`src/rtl/tetris_pkg.sv`:
```
// Shared definitions for the board renderer: painter FSM states, command
// opcodes and the default board geometry.
package tetris_pkg;

    typedef enum logic [1:0] {
        IDLE = 2'd0,
        DRAW = 2'd1,
        DONE = 2'd2
    } state_t;

    localparam logic OP_PAINT = 1'b0;
    localparam logic OP_CLEAR = 1'b1;

    localparam int DEF_CELL_PX    = 6;
    localparam int DEF_BOARD_COLS = 10;
    localparam int DEF_BOARD_ROWS = 20;
    localparam int DEF_LINE_W     = 128;

endpackage

```
`src/rtl/rect_scan.sv`:
```
// Raster counter over a width x height rectangle: px runs fastest, and
// last flags the final coordinate so the caller can stop after it.
module rect_scan #(
    parameter int W = 8
) (
    input  logic         clk,
    input  logic         rst_n,
    input  logic         clear,
    input  logic         advance,
    input  logic [W-1:0] width,
    input  logic [W-1:0] height,
    output logic [W-1:0] px,
    output logic [W-1:0] py,
    output logic         last
);

    logic row_end;

    assign row_end = (px == width - W'(1));
    assign last    = row_end && (py == height - W'(1));

    always_ff @(posedge clk or negedge rst_n) begin
        if (!rst_n) begin
            px <= '0;
            py <= '0;
        end else if (clear) begin
            px <= '0;
            py <= '0;
        end else if (advance) begin
            if (row_end) begin
                px <= '0;
                py <= last ? '0 : py + W'(1);
            end else begin
                px <= px + W'(1);
            end
        end
    end

endmodule

```
`src/rtl/cell_painter.sv`:
```
// Renders one board cell (shaded border) or clears the whole board into the
// frame RAM, one pixel per cycle, with a done/cmd_err completion pulse.
module cell_painter
    import tetris_pkg::*;
#(
    parameter int DATA_WIDTH = 12,
    parameter int ADDR_WIDTH = 14,
    parameter int CELL_PX    = DEF_CELL_PX,
    parameter int BOARD_COLS = DEF_BOARD_COLS,
    parameter int BOARD_ROWS = DEF_BOARD_ROWS,
    parameter int LINE_W     = DEF_LINE_W
) (
    input  logic                  clk,
    input  logic                  rst_n,
    input  logic                  cmd_valid,
    output logic                  cmd_ready,
    input  logic                  cmd_op,
    input  logic [3:0]            cmd_col,
    input  logic [4:0]            cmd_row,
    input  logic [DATA_WIDTH-1:0] cmd_color,
    output logic                  we,
    output logic [ADDR_WIDTH-1:0] addr_w,
    output logic [DATA_WIDTH-1:0] din,
    output logic                  done,
    output logic                  cmd_err
);

    localparam int MAX_SPAN = (BOARD_COLS > BOARD_ROWS ? BOARD_COLS : BOARD_ROWS) * CELL_PX;
    localparam int SCAN_W   = $clog2(MAX_SPAN) + 1;
    localparam int XY_W     = ADDR_WIDTH;

    state_t state, next_state;

    logic                  op_r;
    logic [3:0]            col_r;
    logic [4:0]            row_r;
    logic [DATA_WIDTH-1:0] color_r;
    logic                  scan_end;
    logic                  accept;
    logic                  bad;
    logic                  border;
    logic                  scan_adv;
    logic                  scan_clr;
    logic                  last;
    logic [SCAN_W-1:0]     scan_w, scan_h, px, py;
    logic [XY_W-1:0]       base_x, base_y, x_pos, y_pos, lin_addr;
    logic [DATA_WIDTH-1:0] shaded, pix_color;

    assign accept   = cmd_valid && cmd_ready;
    assign bad      = (op_r == OP_PAINT) &&
                      ((int'(col_r) >= BOARD_COLS) || (int'(row_r) >= BOARD_ROWS));
    assign scan_adv = (state == DRAW) && !bad && !scan_end;
    assign scan_clr = (state != DRAW);
    assign scan_w   = (op_r == OP_CLEAR) ? SCAN_W'(BOARD_COLS * CELL_PX) : SCAN_W'(CELL_PX);
    assign scan_h   = (op_r == OP_CLEAR) ? SCAN_W'(BOARD_ROWS * CELL_PX) : SCAN_W'(CELL_PX);

    rect_scan #(
        .W(SCAN_W)
    ) u_scan (
        .clk     (clk),
        .rst_n   (rst_n),
        .clear   (scan_clr),
        .advance (scan_adv),
        .width   (scan_w),
        .height  (scan_h),
        .px      (px),
        .py      (py),
        .last    (last)
    );

    // A clear always starts at the board origin; a paint starts at its cell.
    assign base_x   = (op_r == OP_CLEAR) ? '0 : XY_W'(col_r) * XY_W'(CELL_PX);
    assign base_y   = (op_r == OP_CLEAR) ? '0 : XY_W'(row_r) * XY_W'(CELL_PX);
    assign x_pos    = base_x + XY_W'(px);
    assign y_pos    = base_y + XY_W'(py);
    assign lin_addr = y_pos * XY_W'(LINE_W) + x_pos;

    assign border = (op_r == OP_PAINT) &&
                    ((px == '0) || (py == '0) ||
                     (px == SCAN_W'(CELL_PX - 1)) || (py == SCAN_W'(CELL_PX - 1)));

    // Border shade halves each 4-bit channel independently.
    always_comb begin
        shaded = '0;
        for (int ch = 0; ch < DATA_WIDTH / 4; ch++) begin
            shaded[ch*4 +: 4] = {1'b0, color_r[ch*4+1 +: 3]};
        end
    end

    assign pix_color = border ? shaded : color_r;

    always_ff @(posedge clk or negedge rst_n) begin
        if (!rst_n) begin
            state <= IDLE;
        end else begin
            state <= next_state;
        end
    end

    always_comb begin
        next_state = state;
        case (state)
            IDLE:    if (accept) next_state = DRAW;
            DRAW:    if (bad || scan_end) next_state = DONE;
            DONE:    next_state = IDLE;
            default: next_state = IDLE;
        endcase
    end

    // The last pixel sets scan_end; the following cycle closes the command,
    // which is why a paint takes one cycle more than its pixel count.
    always_ff @(posedge clk or negedge rst_n) begin
        if (!rst_n) begin
            op_r      <= OP_PAINT;
            col_r     <= '0;
            row_r     <= '0;
            color_r   <= '0;
            scan_end  <= 1'b0;
            we        <= 1'b0;
            addr_w    <= '0;
            din       <= '0;
            done      <= 1'b0;
            cmd_err   <= 1'b0;
            cmd_ready <= 1'b1;
        end else begin
            we        <= 1'b0;
            done      <= 1'b0;
            cmd_err   <= 1'b0;
            cmd_ready <= (next_state == IDLE);
            case (state)
                IDLE: begin
                    if (accept) begin
                        op_r     <= cmd_op;
                        col_r    <= cmd_col;
                        row_r    <= cmd_row;
                        color_r  <= cmd_color;
                        scan_end <= 1'b0;
                    end
                end
                DRAW: begin
                    if (bad || scan_end) begin
                        done    <= 1'b1;
                        cmd_err <= bad;
                    end else begin
                        we       <= 1'b1;
                        addr_w   <= lin_addr;
                        din      <= pix_color;
                        scan_end <= last;
                    end
                end
                default: ;
            endcase
        end
    end

endmodule
```
`config.mk`:
```
export PLATFORM = sky130hd
export DESIGN_NAME = cell_painter
export DESIGN_NICKNAME = d
export VERILOG_FILES = /design/src/rtl/tetris_pkg.sv /design/src/rtl/rect_scan.sv /design/src/rtl/cell_painter.sv
export SDC_FILE = /design/constraint.sdc
export NUM_CORES = 1
export LEC_CHECK = 0
export BUFFER_PORTS_ARGS = -buffer_cell sky130_fd_sc_hd__buf_2
export CAP_MARGIN = 40
export CORE_MARGIN = 10
export CORE_UTILIZATION = 30
export CTS_CLUSTER_SIZE = 14
export DETAILED_ROUTE_END_ITERATION = 10
export SETUP_SLACK_MARGIN = 0.5
export SYNTH_ARGS = -nofsm -noshare
export SYNTH_HDL_FRONTEND = slang
export SYNTH_SLANG_ARGS = --single-unit
```
`constraint.sdc`:
```
create_clock -name clk -period 2.6 [get_ports clk]
set_input_delay 0.39 -clock clk [delete_from_list [all_inputs] [get_ports clk]]
set_output_delay 0.39 -clock clk [all_outputs]
set_load 0.03 [all_outputs]
```
**Yosys cells after proc, flatten, opt, wreduce, memory -nomap -nowiden**

Index checks and enable logic that the tools add are counted.

- Register bits after elaboration: 71
- Latch bits: 0
- RAM bits: 0
- Bits in read-only memories: 0
- Output and inout port bits: 30
- Word-level logic and storage cells: 83
- Memories kept: 0

- $add $sub $neg: 7
- $mul: 2
- Divide/modulo/power cells: 0
- Order comparisons: 2
- Equal/unequal tests: 8
- Shifts and indexed selects: 0
- Mux-type cells: 24
- Bitwise gates (word level): 2
- Reduce and logical (&&, ||, !) cells: 24

Operator list:

| operator | count |
|---|---|
| two-way mux 8 bit | 7 |
| two-way mux 7 bit | 3 |
| adder 8 x 1 -> 8 bit, second input constant | 2 |
| equality test 8 x 3 -> 1 bit, second input constant | 2 |
| equality test 8 bit | 2 |
| logical NOT 8 bit | 2 |
| adder 14 x 9 -> 14 bit | 1 |
| two-way mux 12 bit | 1 |
| adder 7 x 8 -> 9 bit | 1 |
| two-way mux 1 bit | 8 |
| subtractor 7 x 1 -> 8 bit, second input constant | 1 |
| adder 7 bit | 1 |
| subtractor 6 x 1 -> 7 bit, second input constant | 1 |
| logical AND 1 bit | 6 |
| multiplier 4 x 2 -> 6 bit, second input constant | 1 |
| multiplier 5 x 2 -> 6 bit, second input constant | 1 |
| two-way mux 6 bit | 1 |
| AND reduction 2 bit | 3 |
| nonzero test 2 bit | 3 |
| greater-or-equal comparator 5 bit, second input constant | 1 |
| logical OR 1 bit | 5 |
| greater-or-equal comparator 4 bit, second input constant | 1 |
| logical NOT 2 bit | 2 |
| two-way mux 2 bit | 2 |
| 8 further kinds | 11 |

**Depth between registers and ports, before layout**

Gate-level depths: netlist of the first run.

- Depth in word-level cells: 8
- Mapped depth: 13
- Depth with buffers taken out: 13

**By module**

A second synthesis of the first run with hierarchy kept.

- Cells, all modules: 480
- Area total of the unflattened synthesis: 4,620.7 µm²

By module, submodules not included:

| module | times used | cells an instance | area an instance (µm²) | seq. area each (µm²) |
|---|---|---|---|---|
| cell_painter | 1 | 320 | 3,186.8 | 1,377.6 |
| rect_scan | 1 | 160 | 1,433.9 | 400.4 |

**Least setup slack after synthesis of the first run**

OpenSTA, ideal clock, no wires.

- Path type: reg2reg
- From: reg row_r[1]
- To: reg addr_w[13]
- Setup time: 120 ps
- Data arrival time: 2,635 ps
- Required time: 2,480 ps
- Path slack: -155 ps
- Stages on the path, launching flop included: 11
- Path buffers: 0
- Cell sequence: dfrtp_1 ha_1 fa_1 nor2b_1 ha_1 o21ai_0 o21bai_1 a21oi_1 nor3_1 or3_1 a31o_1

- Cells in the longest elaborated chain, start to end: 6
- Elaborated cells on any way between the ends: 10
- Those cells by class: add/sub (2); mul (1); order compare (1); mux (1); bitwise (1); reduce/logical (4)

Ends and longest elaborated chain:

| what | line | source |
|---|---|---|
| start: declaration | cell_painter.sv:36 | `logic [4:0] row_r;` |
| start signal: assignment | cell_painter.sv:135 | `row_r <= cmd_row;` |
| branches (longest 6 deep; another with adder 14 x 9 -> 14 bit) | n/a |  |
| end signal: assignment | cell_painter.sv:146 | `addr_w <= lin_addr;` |
| end: declaration | cell_painter.sv:22 | `output logic [ADDR_WIDTH-1:0] addr_w,` |

Several ways; the timed one is not identified.
A chain may end at the register's enable or synchronous reset.

**Final worst setup path of the first run**

- From: reg col_r[1]
- To: reg addr_w[13]

- Cells in the longest elaborated chain, start to end: 6
- Elaborated cells on any way between the ends: 10
- Those cells by class: add/sub (2); mul (1); order compare (1); mux (1); bitwise (1); reduce/logical (4)

Ends and longest elaborated chain:

| what | line | source |
|---|---|---|
| start: declaration | cell_painter.sv:35 | `logic [3:0] col_r;` |
| start signal: assignment | cell_painter.sv:134 | `col_r <= cmd_col;` |
| branches (longest 6 deep; another with adder 14 x 9 -> 14 bit) | n/a |  |

Several ways; the timed one is not identified.

==> out/metrics.sh, run 1 <==
SYN_NETS=477
DETAIL-ROUTE-ANTENNA-NETS=0
FF2FF_SETUP_SLACK_NS=-0.16
OUTCOME='finished, violations left'
GRT_ANTENNA_BEFORE_REPAIR=0
CAP_VIOL_MAX_COUNT=0
POSTSYNTHCELLCOUNT=418
FINAL_CRITICAL_PATH_TIME_INCLUDING_I_O_DELAYS_AND_SETUP_NS=2.76
CTS_MADE_BUFFERS=9
REPORT.POWER.TOTAL_mW=6.83
CTS_MAX_PATH_BUFFERS=2
IR_WORST_VDD_mV=0.475
WORST_EP_ARRIVAL_TIME_NS=2.98
WORST-SLEW-PIN-TRANSITION_NS=0.621
DRT_PRE_ANTENNA_ITERS=4
WHS_NS=0.265
FINAL_AREA_SQ_MM=0.00544
INSERTION_DELAY_NS=0.33
SYNTH_ENABLE_FLOP_CELLS=0
LAYOUT_SETUP_WS_NS=-0.164
FINAL.FILL_COUNT=1304
GP_CONGESTION=0.794
FINALNONFILLERCELLS=700
TIMING_HOLD_VIOLATIONS_FINAL=0
SYNTH_AREA_SQ_MM=0.00411
ROUTED_WIRELENGTH_MM=9.89
TRITONCTS_NUM_SINKS=71
SETUP-VIOLATIONS-FINAL=3
TIMING.CLOCK.SKEW_NS=0.00566
MAX-SLEW-MARGIN-REL_PCT=58.5
CRIT_REQUIRED_NS=2.82
NUM_VIAS=3232
TIMING.CRITICAL_PATH.FROM_TYPE='flop'
YOSYS.AREA.TOP_TYPE='dfrtp_1'
MAXCLOCKFREQUENCY_MHz=362
PORTBUFFERS=54
SYN-MEAN-INSTANCE-AREA_SQ_UM=9.83
ROWS=42
POWER.LEAKAGE_nW=2.53
CLK_PIN_SLEW_NS=0.05
FLOORPLAN.INITIALDENSITY_PCT=30.8
FIN_UTIL_PCT=40.8
CRITPATHCAPTURETYPE='flop'
HP-CLASS='in -> reg'
GRT_USE_TOTAL_PCT=10.8
HPWL_MM=7.46
PLACED_AREA_SQ_MM=0.00490
CRIT_FANOUT=5
GRT_PASS1_WL_MM=16.2
POWER_DENSITY_mW_PER_MM2=1250
ROUTED_WIRE_LENGTH_PER_INSTANCE_UM=14.1
DIE_HEIGHT_UM=137
FLOORPLAN.DIE.WIDTH_UM=137
FAILED_CHECKS='negative setup slack'
SETUP_REPAIR_AFTER_GLOBAL_ROUTING_MISSED_ITS_MARGIN='yes'
CTS-HTREE-LEVELS=3
GRT_TOTAL_OVFL=0
YS.WARNINGS.COUNT=0
DRCVIOLATIONCOUNT=0
PERIOD_SHARE_PCT=106
AVGVIACOUNTPERCELL=4.62
DRT_FIRST_ITER_VIOLATIONS=192
DRIVE_GT1_SHARE_PCT=34.5
DIE_AREA_SQ_MM=0.0188
IO-PIN-COUNT=55
MAXSLEWVIOLCOUNT=0
NUMBER_OF_DISTINCT_STANDARD_CELLS_REFERENCED_BY_THE_SYNTHESIZED_NETLIST=54
YS_SEQ_ELEMENTS=71
GRT_START_MAX_NET_PINS=33
CTS_ROOT_BUF='clkbuf_16'
SYNTH.TOP_CELL.AREA_SHARE_PCT=42.6
CTS_TREE='built'
SYNTH_FLOP_TYPE='dfrtp_1'
POST_SYNTH_MOST_FREQUENT_CELLS='70 x dfrtp_1, 48 x nand2_1, 38 x nor2_1'
ASYNC_FLOP_SHARE_PCT=100
CORE_REGION_AREA_SQ_MM=0.0133
SYNTH.MOST_COMMON_CELL='dfrtp_1'
INSERTEDDIODECOUNT=0
NUMBER_OF_GLOBAL_ROUTE_VIAS_BEFORE_REPAIR=3272
YS_SEQ_AREA_SHARE_PCT=43.3
CRITPATHKIND='reg -> reg'
NUMPLACEDINSTANCES=679
FINALNETCOUNT=579
AREA_GROWTH_PCT=32.5
LARGEST_CELLS_BY_AREA_AFTER_SYNTHESIS='dfrtp_1 43%, ha_1 9.1%, mux2_2 5.2%, nand2_1 4.4%, o21ai_0 4.3%'
-- power by group --
| group | internal (mW) | switching [mW] |
|---|---|---|
| logic | 1.73 | 2.04 |
| registers | 1.50 | 0.269 |
| clock network | 0.856 | 0.431 |
| total | 4.09 | 2.74 |
-- area by class of cell --
cell class | count | area, sq um | area share (%)
inverter | 25 | 93.8 | 1.72
clock buffer | 11 | 243 | 4.46
sequential | 71 | 1780 | 32.7
multi-input combinational | 310 | 2370 | 43.6
clock inverter | 4 | 70.1 | 1.29
timing repair buffer | 103 | 664 | 12.2
tap | 176 | 220 | 4.05
-- logic make-up after synthesis --
family / count (synthesis) / share of synthesized area, %
DFF: 71 / 43.3
and+or+nand+nor: 145 / 17.0
adders and majority gates: 34 / 11.1
muxes: 29 / 7.64
AOI/OAI and AO/OA: 76 / 11.6
xor gates and xnor gates: 26 / 5.54
buffers and inverters: 37 / 3.96
-- worst max-delay path: stages (launching register included) --
cell and delay (ns):
dfrtp_1 0.40, ha_2 0.21, inv_2 0.04, fa_2 0.35
xnor2_2 0.14, nor2_1 0.12, ha_1 0.26, o21ai_1 0.15
a21oi_2 0.06, o21a_1 0.22, and3b_1 0.19, or3_1 0.30
a31o_1 0.20
-- placed cells by master (no fill, tap or decap), drive strengths merged, types with 7 or more instances in the layout --
cell and count:
inv 25, mux2i 10, dfrtp 70, buf 102, mux2 19, nor2b 7, xor2 15, nor2 39
o21ai 40, clkbuf 11, xnor2 11, nor3 9, a21oi 12, ha 30, nand2 48, nand2b 9
nand3 8
-- path summary, 6_finish.rpt --
check / startpoint / end / cells after the start
worst max register to register: col_r[1] / addr_w[13] / 12
max in group asynchronous: rst_n / color_r[7] / 3
worst max-delay path: col_r[1] / addr_w[13] / 12
min in group asynchronous: rst_n / u_scan.py[1] / 2
worst min register to register: din[1] / din[1] / 2
worst min-delay path: cmd_row[0] / row_r[0] / 3
-- through the flow --
stage / setup slack [ns] / setup TNS (ns)
3_3_place_gp: -0.128 / -0.199
4_1_cts: -0.138 / -0.191
5_1_grt: -0.333 / -1.22
2_1_floorplan: -0.0983 / -0.0983
6_report: -0.164 / -0.353
3_5_place_dp: -0.170 / -0.296
-- sequential cells by signal, summed over array words and instances, names as in the netlist --
| name | flops |
|---|---|
| u_scan.py | 8 |
| op_r | 1 |
| color_r | 12 |
| done | 1 |
| scan_end | 1 |
| cmd_ready | 1 |
| col_r | 4 |
| din | 12 |
| we | 1 |
| cmd_err | 1 |
| u_scan.px | 8 |
| addr_w | 14 |
| state | 2 |
| row_r | 5 |
-- routing by layer --
layer	GRT usage [%]	part of all wire (%)	vias to the layer above
li1	-	-	1635
met1	13.0	43	1534
met2	18.1	50	54
met3	3.37	5.3	9
met4	3.45	0.96	0
met5	0	0	-
-- repair_timing --
item | CTS | global route
gates resized for setup | 29 | 12
setup endpoints to repair | 41 | 41
pin swaps | 24 | 5
hold buffers | 1 | 0
hold endpoints to repair | 12 | 0
setup buffers | 4 | 1
Note: power is estimated with default switching activity, not from simulation.
==> run 2: changes to the inputs <==
Settings changed: SYNTH_HIERARCHICAL from default to 1.
==> run 2 against run 1 <==
Against the previous run: the run still ends with negative setup slack left; critical endpoint unchanged; non-clock buffer count rose by 42; critical path depth is 2 lower; clock power hardly changed.
==> out/metrics.sh, run 2 <==
MAXSLEWVIOLCOUNT=0
FINALNETCOUNT=694
INSERTION_DELAY_NS=0.34
IR_WORST_VDD_mV=0.900
HPWL_MM=8.88
YOSYS.AREA.TOP_TYPE='dfrtp_1'
CAP_VIOL_MAX_COUNT=0
FINAL_COMMON_CELL='dfrtp_1'
CTS_ROOT_BUF='clkbuf_16'
YOSYS.AREA_SHARE.SIMPLE_PCT=20.8
CRITICAL-PATH-SLOWEST-CELL='fa_1'
CRITPATHCAPTURE='addr_w[13]'
DIE_AREA_SQ_MM=0.0208
NUMBER_OF_FLIP_FLOPS_UNDER_THE_LARGEST_REGISTER_NAME=14
GRT_TOTAL_OVFL=0
DETAILEDPLACE.WORSTSLACK_NS=-0.239
DRT_PRE_ANTENNA_ITERS=4
MAIN_COMBINATIONAL_CELL_FAMILY_BY_AREA_AFTER_SYNTHESIS='simple AND/OR/NAND/NOR gates'
MAX-SLEW-MARGIN-REL_PCT=58.3
SYN-MEAN-INSTANCE-AREA_SQ_UM=9.63
TIMING.CLOCK.SKEW_NS=0.00830
CTS_TREE='built'
POST_SYNTH_XOR_AREA_FRACTION_PCT=8.42
GRT_START_MAX_NET_PINS=49
CRITICAL_PATH.REG2REG.ENDPOINT='addr_w[13]'
POWER.LEAKAGE_nW=3.06
POST_SYNTH_MOST_FREQUENT_CELLS='70 x dfrtp_1, 51 x nand2_1, 31 x nor2_1'
SYNTH.AREA.MUX_SHARE_PCT=6.17
AVGVIACOUNTPERCELL=4.86
GP_CONGESTION=0.843
SYNTH_FLOP_TYPE='dfrtp_1'
CTS_MADE_BUFFERS=9
FF2FF_PATH_DEPTH=10
YS_SEQ_AREA_SHARE_PCT=38.5
CPPEAKSTAGEDELAY_NS=0.54
NUMBER_OF_GLOBAL_ROUTE_VIAS_BEFORE_REPAIR=4303
FLOORPLAN.INITIALDENSITY_PCT=30.5
OUTCOME='finished, violations left'
LAYOUT_SETUP_WS_NS=-0.296
YS_SEQ_ELEMENTS=71
SYNTH_COMPOUND_AREA_SHARE_PCT=12.1
GRT_ANTENNA_BEFORE_REPAIR=0
WORST-SLEW-PIN-TRANSITION_NS=0.625
CORE_REGION_AREA_SQ_MM=0.0151
CRIT_REQUIRED_NS=2.82
LAYOUT_COMMON_CELLS='67 x dfrtp_1, 61 x buf_4, 54 x buf_2'
CRIT_FANOUT=3
TIMING_HOLD_VIOLATIONS_FINAL=0
FAMILY_OF_CELLS_WITH_THE_GREATEST_SUMMED_DELAY_ON_THE_CRITICAL_PATH='adder cells'
DRCVIOLATIONCOUNT=0
NUM_VIAS=4032
CRITICAL_PATH_DEPTH=10
ROWS=45
GRT_USE_TOTAL_PCT=12.4
HP-CLASS='in -> async'
CRITPATHCAPTURETYPE='flop'
SETUP-VIOLATIONS-FINAL=7
SETUP_REPAIR_AFTER_GLOBAL_ROUTING_MISSED_ITS_MARGIN='yes'
FF2FF_SETUP_SLACK_NS=-0.30
DETAIL-ROUTE-ANTENNA-NETS=0
ASYNC_FLOP_SHARE_PCT=100
POWER_DENSITY_mW_PER_MM2=1220
SYNTH.TOP_CELL.AREA_SHARE_PCT=37.9
CRITPATHKIND='reg -> reg'
CP.BUFFERS_INVERTERS=1
PORTBUFFERS=54
CTS-HTREE-LEVELS=3
DIE_HEIGHT_UM=144
FAILED_CHECKS='negative setup slack'
TIMING.CRITICAL_PATH.FROM_TYPE='flop'
LARGEST_CELLS_BY_AREA_AFTER_SYNTHESIS='dfrtp_1 38%, ha_1 7.9%, nand2_1 4.1%, xnor2_1 4.0%, mux2_2 3.7%'
DRIVE_GT1_SHARE_PCT=44.6
CLK_PIN_SLEW_NS=0.06
POSTSYNTHCELLCOUNT=480
CRIT_CHAIN='buf_4 > fa_1 > nor2b_2 > ha_4 > xor2_1 > nor4_4 > o21ai_2 > nor4b_4 > xnor3_1 > mux2_4'
LARGEST_REGISTERS_RANKED_BY_FLIP_FLOP_COUNT='addr_w: 14 flops, color_r: 12 flops, din: 12 flops'
WHS_NS=0.0668
SYNTH.MOST_COMMON_CELL='dfrtp_1'
FINAL.FILL_COUNT=1376
CRIT-REG2REG-LAUNCH='row_r[1]'
NUMBER_OF_DISTINCT_STANDARD_CELLS_REFERENCED_BY_THE_SYNTHESIZED_NETLIST=70
MAXCLOCKFREQUENCY_MHz=345
REGISTERS.TOP_BY_FF_COUNT='addr_w'
PERIOD_SHARE_PCT=111
WORST_EP_ARRIVAL_TIME_NS=3.12
GRT_PASS1_WL_MM=20.7
ROUTED_WIRELENGTH_MM=12.7
YS.WARNINGS.COUNT=6
AREA_GROWTH_PCT=46.7
FLOORPLAN.DIE.WIDTH_UM=144
DRT_FIRST_ITER_VIOLATIONS=158
TRITONCTS_NUM_SINKS=71
TIMING.CRITICAL_PATH.FROM='row_r[1]'
SYNTH_AREA_SQ_MM=0.00462
CTS_MAX_PATH_BUFFERS=2
ROUTED_WIRE_LENGTH_PER_INSTANCE_UM=15.4
SYNTH_ENABLE_FLOP_CELLS=0
FINAL_CRITICAL_PATH_TIME_INCLUDING_I_O_DELAYS_AND_SETUP_NS=2.90
CTS.HOLD.BUFFERS_ADDED=0
INSERTEDDIODECOUNT=0
SYNTH-ADDER-AREA-SHARE_PCT=9.59
IO-PIN-COUNT=55
run 2: cell count changes in the layout (fill, tap and decap cells not counted), sizes merged, moves of 4 or more:
cell | before | now
or3b | 0 | 6
conb | 0 | 18
xor2 | 15 | 20
nor4 | 1 | 7
or2 | 2 | 6
buf | 102 | 144
nand4b | 2 | 7
xnor2 | 11 | 21
o211ai | 2 | 6
nor2 | 39 | 31
inv | 25 | 29
run 2: final cells by class:
class / count / area, sq um / share of cell area (%)
Multi-Input combinational cell: 381 / 3220 / 47.6
Sequential cell: 71 / 1780 / 26.3
Inverter: 28 / 114 / 1.68
Clock buffer: 9 / 225 / 3.32
Clock inverter: 7 / 77.6 / 1.14
Timing Repair Buffer: 145 / 1120 / 16.5
Tap cell: 188 / 235 / 3.47
run 2: per-layer routing:
metal / vias up / GRT usage (%) / wire length [um]
li1: 1975 / - / -
met1: 1969 / 13.9 / 5350
met2: 70 / 22.1 / 6620
met3: 18 / 2.69 / 463
met4: 0 / 5.21 / 314
met5: - / 0 / 0
run 2: worst min path at each step:
stage	cells past startpoint	slack, ns	startpoint	endpoint
4_1_cts	1	0.08	rst_n	row_r[2]
5_1_grt	1	0.11	rst_n	row_r[2]
3_5_place_dp	1	0.45	rst_n	row_r[2]
6_report	1	0.07	rst_n	row_r[2]
2_1_floorplan	0	0.09	rst_n	addr_w[0]
3_3_place_gp	1	0.44	rst_n	row_r[2]
run 2: cells by family (layout without fill, tap and decap cells):
family,after synthesis,after routing
AO/OA/AOI/OAI,89,89
XOR/XNOR,42,42
adder cells (fa/ha/maj),33,33
buffers and inverters,44,189
flip-flops,71,71
multiplexers,26,26
other,2,18
AND/OR/NAND/NOR,173,173
run 2: where the power goes:
part | total, mW | switching (mW) | internal [mW]
Sequential | 1.84 | 0.317 | 1.52
Combinational | 5.20 | 2.65 | 2.54
Clock | 1.26 | 0.504 | 0.754
Total | 8.30 | 3.48 | 4.82
run 2: worst reg2reg max path, delay by kind of cell, from the launching register on:
kind	cells	cell delay, ns
adder cells (fa/ha/maj)	2	0.77
AND/OR/NAND/NOR	3	0.65
XOR/XNOR	2	0.45
flip-flops	1	0.38
multiplexers	1	0.26
buffers and inverters	1	0.16
AO/OA/AOI/OAI	1	0.13
run 2: metrics by stage:
| stage | area [sq um] | total power, mW | setup TNS [ns] | cells | utilization (%) |
|---|---|---|---|---|---|
| 6_report | 6780 | 8.30 | -0.782 | 829 | 44.8 |
| 5_1_grt | 6780 | 8.86 | -1.94 | 829 | 44.8 |
| 4_1_cts | 6400 | 7.67 | -0.287 | 811 | 42.2 |
| 3_5_place_dp | 5650 | 5.90 | -0.380 | 780 | 37.3 |
| 3_3_place_gp | 5650 | 5.79 | -0.160 | 780 | 37.3 |
| 2_1_floorplan | 4780 | 4.47 | -0.441 | 496 | - |
run 2: timing repair:
item / in CTS / in global routing
resized for setup: 78 / 47
gates cloned: 0 / 1
setup endpoints to repair: 43 / 43
endpoints found under the hold margin: 0 / 0
pin swaps: 26 / 37
buffers inserted: 15 / 17
